### src/rtl/lcd_spi_write_if.sv
// Purpose : request/handshake bundle between the drawing-side data mux and lcd_spi_write.
// Latency : wiring only, no storage.
// Backpressure: none here; the writer paces the requester through wr_done and busy.
//
// Signals:
//   en_write  level request; bytes are sent back-to-back while it is high
//   data_in   {dc, byte}: bit 8 = DC (0 command, 1 data), bits 7:0 = payload
//   wr_done   one-cycle pulse per byte, first cycle with lcd_cs high again
//   busy      writer is outside IDLE
// Modports: master = requester (drawing blocks / mux), slave = lcd_spi_write.
interface lcd_spi_write_if;
  logic       en_write;
  logic [8:0] data_in;
  logic       wr_done;
  logic       busy;

  modport master (output en_write, output data_in, input wr_done, input busy);
  modport slave  (input en_write, input data_in, output wr_done, output busy);
endinterface

### src/rtl/lcd_spi_write.sv
// Purpose : SPI mode-0 byte transmitter for the LCD, MSB first, driving CS/DC/SCLK/MOSI.
// Latency : en_write seen in IDLE -> LOAD after GAP_CYC+1 cycles; CS low 17*CLK_DIV cycles; wr_done follows.
// Backpressure: no input queue; data_in is sampled only in LOAD, requester advances on wr_done.
//
// Ports:
//   sys_clk     single clock, all logic on the rising edge
//   sys_rst_n   asynchronous active-low reset
//   req         lcd_spi_write_if.slave: en_write, data_in in; wr_done, busy out
//   lcd_cs      chip select, active low
//   lcd_dc      data/command select, held for the whole byte and after it
//   lcd_sclk    SPI clock, idle low
//   lcd_mosi    serial data, changes only on SCLK falling edges
// Parameters:
//   CLK_DIV     SCLK half-period in sys_clk cycles (>= 1)
//   GAP_CYC     settle cycles before each data_in sample (>= 4, covers the
//               drawing FSM's 3-cycle data update after wr_done)
module lcd_spi_write #(
  parameter int CLK_DIV = 2,
  parameter int GAP_CYC = 4
) (
  input  logic           sys_clk,
  input  logic           sys_rst_n,
  lcd_spi_write_if.slave req,
  output logic           lcd_cs,
  output logic           lcd_dc,
  output logic           lcd_sclk,
  output logic           lcd_mosi
);

  localparam int DIV_W = (CLK_DIV > 1) ? $clog2(CLK_DIV) : 1;
  localparam int GAP_W = (GAP_CYC > 1) ? $clog2(GAP_CYC) : 1;
  localparam logic [DIV_W-1:0] DIV_LAST = DIV_W'(CLK_DIV - 1);
  localparam logic [GAP_W-1:0] GAP_LAST = GAP_W'(GAP_CYC - 1);

  localparam logic [2:0] ST_IDLE  = 3'd0;
  localparam logic [2:0] ST_WAIT  = 3'd1;
  localparam logic [2:0] ST_LOAD  = 3'd2;
  localparam logic [2:0] ST_SHIFT = 3'd3;
  localparam logic [2:0] ST_HOLD  = 3'd4;
  localparam logic [2:0] ST_DONE  = 3'd5;

  logic [2:0]       state;
  logic [2:0]       state_nxt;
  logic [DIV_W-1:0] div_cnt;
  logic [GAP_W-1:0] gap_cnt;
  logic [2:0]       bit_cnt;
  logic [7:0]       shift_reg;
  logic             div_wrap;
  logic             gap_end;
  logic             last_fall;

  assign div_wrap  = (div_cnt == DIV_LAST);
  assign gap_end   = (gap_cnt == GAP_LAST);
  // The SCLK high->low toggle that ends bit 7 closes the shift phase.
  assign last_fall = div_wrap && lcd_sclk && (bit_cnt == 3'd7);

  always_comb begin
    state_nxt = state;
    case (state)
      ST_IDLE:  if (req.en_write) state_nxt = ST_WAIT;
      // en_write is re-checked only at the end of the gap, so a request
      // dropped mid-byte lets the byte finish and then parks in IDLE.
      ST_WAIT:  if (gap_end) state_nxt = req.en_write ? ST_LOAD : ST_IDLE;
      ST_LOAD:  state_nxt = ST_SHIFT;
      ST_SHIFT: if (last_fall) state_nxt = ST_HOLD;
      ST_HOLD:  if (div_wrap) state_nxt = ST_DONE;
      ST_DONE:  state_nxt = ST_WAIT;
      default:  state_nxt = ST_IDLE;
    endcase
  end

  always_ff @(posedge sys_clk or negedge sys_rst_n) begin
    if (!sys_rst_n) begin
      state       <= ST_IDLE;
      div_cnt     <= '0;
      gap_cnt     <= '0;
      bit_cnt     <= '0;
      shift_reg   <= '0;
      lcd_cs      <= 1'b1;
      lcd_dc      <= 1'b0;
      lcd_sclk    <= 1'b0;
      lcd_mosi    <= 1'b0;
      req.wr_done <= 1'b0;
      req.busy    <= 1'b0;
    end else begin
      state       <= state_nxt;
      // busy is registered from the next state so it lines up with state.
      req.busy    <= (state_nxt != ST_IDLE);
      req.wr_done <= 1'b0;
      case (state)
        ST_IDLE: begin
          gap_cnt <= '0;
        end
        ST_WAIT: begin
          gap_cnt <= gap_end ? '0 : gap_cnt + 1'b1;
        end
        ST_LOAD: begin
          shift_reg <= req.data_in[7:0];
          lcd_dc    <= req.data_in[8];
          lcd_mosi  <= req.data_in[7];
          lcd_cs    <= 1'b0;
          lcd_sclk  <= 1'b0;
          bit_cnt   <= '0;
          div_cnt   <= '0;
        end
        ST_SHIFT: begin
          if (div_wrap) begin
            div_cnt  <= '0;
            lcd_sclk <= ~lcd_sclk;
            // Falling edge: advance to the next bit so MOSI has a full
            // half-period of setup before the next rising edge.
            if (lcd_sclk && (bit_cnt != 3'd7)) begin
              bit_cnt   <= bit_cnt + 3'd1;
              shift_reg <= {shift_reg[6:0], 1'b0};
              lcd_mosi  <= shift_reg[6];
            end
          end else begin
            div_cnt <= div_cnt + 1'b1;
          end
        end
        ST_HOLD: begin
          // Divider reused as the CS hold timer; SCLK already low.
          if (div_wrap) begin
            div_cnt     <= '0;
            lcd_cs      <= 1'b1;
            req.wr_done <= 1'b1;
          end else begin
            div_cnt <= div_cnt + 1'b1;
          end
        end
        ST_DONE: begin
          gap_cnt <= '0;
        end
        default: begin
          gap_cnt <= '0;
        end
      endcase
    end
  end

endmodule

### src/flat_wrapper.sv
// flat-port wrapper written by rule: the top's interface ports become plain ports
module lcd_spi_write_flat 
#(
  parameter int CLK_DIV = 2,
  parameter int GAP_CYC = 4
)
  (sys_clk, sys_rst_n, lcd_cs, lcd_dc, lcd_sclk, lcd_mosi, req_en_write, req_data_in, req_wr_done, req_busy);
  lcd_spi_write_if req_i ();
  input  logic sys_clk;
  input  logic sys_rst_n;
  output logic lcd_cs;
  output logic lcd_dc;
  output logic lcd_sclk;
  output logic lcd_mosi;
  input wire logic [$bits(req_i.en_write)-1:0] req_en_write;
  input wire logic [$bits(req_i.data_in)-1:0] req_data_in;
  output wire logic [$bits(req_i.wr_done)-1:0] req_wr_done;
  output wire logic [$bits(req_i.busy)-1:0] req_busy;
  assign req_i.en_write = req_en_write;
  assign req_i.data_in = req_data_in;
  assign req_wr_done = req_i.wr_done;
  assign req_busy = req_i.busy;
  lcd_spi_write #(.CLK_DIV(CLK_DIV), .GAP_CYC(GAP_CYC)) u_core (.sys_clk(sys_clk), .sys_rst_n(sys_rst_n), .req(req_i), .lcd_cs(lcd_cs), .lcd_dc(lcd_dc), .lcd_sclk(lcd_sclk), .lcd_mosi(lcd_mosi));
endmodule
### config.mk
export PLATFORM = sky130hd
export DESIGN_NAME = lcd_spi_write_flat
export DESIGN_NICKNAME = d
export VERILOG_FILES = /design/src/rtl/lcd_spi_write_if.sv /design/src/rtl/lcd_spi_write.sv /design/src/flat_wrapper.sv
export SDC_FILE = /design/constraint.sdc
export NUM_CORES = 1
export LEC_CHECK = 0
export ABC_AREA = 1
export CORE_ASPECT_RATIO = 1.4
export CORE_MARGIN = 4
export CORE_UTILIZATION = 40
export DETAILED_ROUTE_END_ITERATION = 8
export PLACE_DENSITY = 0.68
export SLEW_MARGIN = 25
export SYNTH_ARGS = -nofsm -noshare
export SYNTH_HDL_FRONTEND = slang
export SYNTH_SLANG_ARGS = --single-unit
### constraint.sdc
create_clock -name sys_clk -period 2 [get_ports sys_clk]
set_clock_uncertainty 0.2 [all_clocks]
set_input_delay 0.2 -clock sys_clk [delete_from_list [all_inputs] [get_ports sys_clk]]
set_output_delay 0.2 -clock sys_clk [all_outputs]
set_load 0.01 [all_outputs]
; Word level (Yosys, flattened, before mapping)
; Cells that the tools add are included.
[word_totals]
output_inout_bits = 6
register_bits = 22
elab_cells = 64
in_bits = 12
[op_classes]
muxes = 25
eq_ne = 11
n_reduce_logical = 13
bitwise_logic = 1
n_addsub = 3
[ops]
columns = cell, n
row1 = 2-to-1 mux 3 bit, 6
row2 = case mux 3 bit (6 select lines), 1
row3 = 2-to-1 mux 7 bit, 2
row4 = case mux 7 bit (2 select lines), 1
row5 = equality test 3 bit (second input constant), 3
row6 = case mux 1 bit (2 select lines), 4
row7 = 2-to-1 mux 1 bit, 7
row8 = equality test 3 x 2 -> 1 bit (second input constant), 2
row9 = != test 2 x 1 -> 1 bit (second input constant), 3
row10 = case mux 3 bit (2 select lines), 1
row11 = nonzero test 2 bit, 3
row12 = 2-to-1 mux 2 bit, 2
row13 = case mux 2 bit (2 select lines), 1
row14 = AND reduction 2 bit, 2
row15 = adder 3 x 1 -> 3 bit (second input constant), 1
row16 = equality test 3 x 1 -> 1 bit (second input constant), 1
row17 = logical AND 1 bit, 3
row18 = zero test 3 bit, 1
row19 = != test 3 bit (second input constant), 1
row20 = AND reduction 3 bit, 1
row21 = nonzero test 3 bit, 1
row22 = OR reduction 3 bit, 1
row23 = adder 2 x 1 -> 2 bit (second input constant), 1
row24 = equality test 2 bit (second input constant), 1
row25 = other kinds (3), 3

; Depth between registers and ports, before layout
[logic_depth]
ltp_word = 5
mapped_depth = 8

; Least setup slack after synthesis
; OpenSTA, ideal clock, no wires.
[synth_timing]
kind = reg2reg
startpoint = register u_core.bit_cnt[0]
endpoint = register u_core.bit_cnt[0]
arrival_ns = 1.228
setup_time_ns = 0.127
stages_incl_launch_ff = 7
path_slack_ns = 0.444
period_less_slack_ns = 1.556
required_ns = 1.673
path_buffers = 0
cell_sequence = dfrtp_1 > ha_1 > ha_1 > nor2_4 > nor2_1 > nor2_4 > a21oi_1
[synth_between]
elab_chain_cells = 4
elab_cells_between_ends = 8
classes_between = 1 x add/sub / 2 x eq/ne / 3 x mux / 2 x reduce/logical
[synth_lines]
columns = element, line_no
row1 = "start, declared", lcd_spi_write.sv:46  ; logic [2:0] bit_cnt;
row2 = "start signal, assigned", lcd_spi_write.sv:113  ; bit_cnt <= bit_cnt + 3'd1;
row3 = adder 3 x 1 -> 3 bit or != test 3 bit (tied branches), "lcd_spi_write.sv:113, lcd_spi_write.sv:112"
row4 = 2-to-1 mux 3 bit or logical AND 1 bit (tied branches), lcd_spi_write.sv:112  ; if (lcd_sclk && (bit_cnt != 3'd7)) begin
row5 = 2-to-1 mux 3 bit or != test 2 x 1 -> 1 bit (tied branches), -
row6 = case mux 3 bit (2 select lines) or AND reduction 3 bit (tied branches), -
; Several ways; a longest one is shown, not always the timed one. The select of a mux whose other input is x is not followed.
; A chain may end at the register's enable or synchronous reset.

; Worst setup path in the final report
[layout_timing]
startpoint = register u_core.lcd_cs
endpoint = output port lcd_cs
[layout_rtl]
columns = element, line_no
row1 = "start, declared", lcd_spi_write.sv:24  ; output logic lcd_cs,
row2 = "start signal, assigned", lcd_spi_write.sv:79  ; lcd_cs <= 1'b1;
row3 = "start signal, assigned", lcd_spi_write.sv:101  ; lcd_cs <= 1'b0;
row4 = "start signal, assigned", lcd_spi_write.sv:125  ; lcd_cs <= 1'b1;
row5 = "end, declared", flat_wrapper.sv:11  ; output logic lcd_cs;
; No word-level cell between the ends.

==> impl_metrics.py <==
metrics = {
    "die": {
        "fp.coreArea_um2": 2587,
        "fp.dieArea_um2": 3592,
        "dieWidth_um": 51.81,
        "start_util": 0.4154,
        "row_count": 22,
        "top_level_ports": 18,
        "die_y_um": 69.34,
    },
    "synthesis": {
        "synth_fp_nets": 154,
        "netlist_top_cells_count": "77 x nand2_1, 21 x dfrtp_1, 8 x inv_1, 8 x nor2_1, 6 x nand3_1",
        "synth_area_um2": 1075,
        "synth_cell_types": 18,
        "ys.warnings.count": 0,
        "synth.most_common_cell": "nand2_1",
        "ys_top_cells_by_area": "dfrtp_1 49%, nand2_1 27%, ha_1 3.5%",
        "syn_area_per_cell_um2": 7.732,
        "synthArstFlopShare": 1.000,
        "syn_inst": 139,
        "synth.largest_area_cell": "dfrtp_1",
        "ys_ff_latch": 22,
        "ys_seq_area_frac": 0.5134,
        "synth-edff-count": 0,
        "synth_top_flop_cell": "dfrtp_1",
        "synth_top_area_frac": 0.4889,
    },
    "timing": {
        "slew-limit-headroom": 0.7010,
        "rsz0062_at_grt": "no",
        "finalCriticalPeriod_ps": 1782,
        "fin_crit_sh": 0.8908,
        "final_max_slew_viol_count": 0,
        "hold_violations": 0,
        "setup-tns-final_ps": 0,
        "worst_pin_slew_ps": 448.0,
        "finalSetupViolCount": 0,
        "hold_slack_ps": 30.34,
        "fmax_ghz": 0.5613,
    },
    "route": {
        "wl_per_cell_um": 10.74,
        "dr.pass1.iters": 4,
        "drt_wl_total_um": 2106,
        "routed-via-count": 898,
        "drt-vias-per-instance": 4.582,
        "drc_errors": 0,
        "postRouteAntennaNets": 0,
        "drtIter0Drc": 38,
    },
    "cts": {
        "htree_num_levels": 1,
        "post_cts_buffers": 0,
        "insertion_delay_ps": 300,
        "hold_buffers": 0,
        "cts_buffer_depth": 2,
        "cts_tree": "done",
        "clkSinkCount": 22,
        "numCtsBuffers": 3,
        "root_buffer": "clkbuf_4",
        "path_clk_slew_ps": 120,
        "cts_resized": 0,
    },
    "setup_path": {
        "timing_worst_setup_path_type": "reg2out",
        "path_buf_inv": 1,
        "crit_path_end_kind": "output port",
        "cp_slowest_cell": "dfstp_2",
        "slowest_delay_ps": 550,
        "cp.required_ps": 1600,
        "rrSetupSlack_ps": 310,
        "worstPathArrival_ps": 1380,
        "cp_cell_sequence": "clkdlybuf4s50_1",
        "crit_fanout": 2,
        "crit_family": "flip-flops",
        "start_kind": "register",
    },
    "placement": {
        "portBuffers": 17,
        "dp_hpwl_um": 1627,
        "place.gp.congestion": 0.8491,
    },
    "global_routing": {
        "grt_pass1_vias": 880,
        "grt_first_pass_wirelength_um": 3705,
        "grt_use_total": 0.1345,
        "antenna_found_initial": 0,
        "grt_overflow": 0,
        "grt_max_degree": 23,
    },
    "status": {
        "status": "complete, no violations",
    },
    "flow_run": {
        "max-cap-violations": 0,
    },
    "power": {
        "p_per_area_nw_per_um2": 1323,
        "vdd_drop_max_uv": 675.6,
        "p_leak_nw": 0.7140,
    },
    "layout": {
        "drive_above_1_share": 0.08750,
        "antennaDiodeCount": 0,
        "largest_reg_flops": 7,
        "area_growth_pct": 24.56,
        "utilization": 0.5174,
        "finalNetCount": 176,
    },
    "min_path": {
        "hp-class": "in2async",
    },
}
[cell usage in the layout (no fill, tap or decap), types with 2 or more instances in the layout]
cell type / instances
nor2_4: 2
nor2_1: 8
dfrtp_1: 21
nand2_1: 77
nand3_1: 6
nor2_2: 2
clkbuf_4: 3
inv_1: 8
clkdlybuf4s50_1: 17
ha_1: 3
a21oi_1: 3
[cell type report]
cell class                 instances  area, um^2
fill                             275        1249
sequential                        22       551.8
multi-input combinational        107       478.0
timing repair buffer              18       177.7
tap                               36       45.04
inverter                           9       33.78
clock inverter                     1       30.03
clock buffer                       3       22.52
[per-layer routing]
metal	part of all wire	global-route usage
met4	0.0095	0.06122
met5	0	0
met1	0.42	0.1563
met3	0.072	0.03226
met2	0.50	0.2266
[stage by stage]
| stage | instances | instance area, um^2 | total power [mW] | worst slack (ps) |
|---|---|---|---|---|
| after floorplan | 139 | 1075 | 1.240 | 444.3 |
| after CTS | 196 | 1339 | 1.795 | 202.0 |
| after global routing | 196 | 1339 | 1.939 | 162.5 |
| after detailed placement | 192 | 1286 | 1.459 | 304.1 |
| after global placement | 192 | 1286 | 1.429 | 382.0 |
| final | 196 | 1339 | 1.771 | 218.5 |
[power breakdown]
group          internal, mW  switching [mW]
Sequential            0.602           0.117
Combinational         0.280           0.435
Clock                 0.202           0.134
Total                  1.09           0.686
[final timing paths]
kind / startpoint / end / cells past startpoint
min in group sys_clk: req_data_in[0] / u_core.shift_reg[0] / 3
setup reg to reg: u_core.bit_cnt[0] / u_core.bit_cnt[0] / 6
hold reg to reg: u_core.lcd_cs / u_core.lcd_cs / 2
setup / recovery: u_core.lcd_cs / lcd_cs / 1
max in group asynchronous: sys_rst_n / u_core.lcd_cs / 2
hold / removal: sys_rst_n / u_core.gap_cnt[1] / 2
[logic make-up (layout without fill, tap and decap cells)]
family,Yosys count,in the layout,share of synthesized area
AND/OR/NAND/NOR,98,98,0.3784
flip-flops,22,22,0.5134
buffers and inverters,10,31,0.04191
AO/OA/AOI/OAI,6,6,0.03142
adder cells (fa/ha/maj),3,3,0.03493
(Power assumes the default switching activity.)
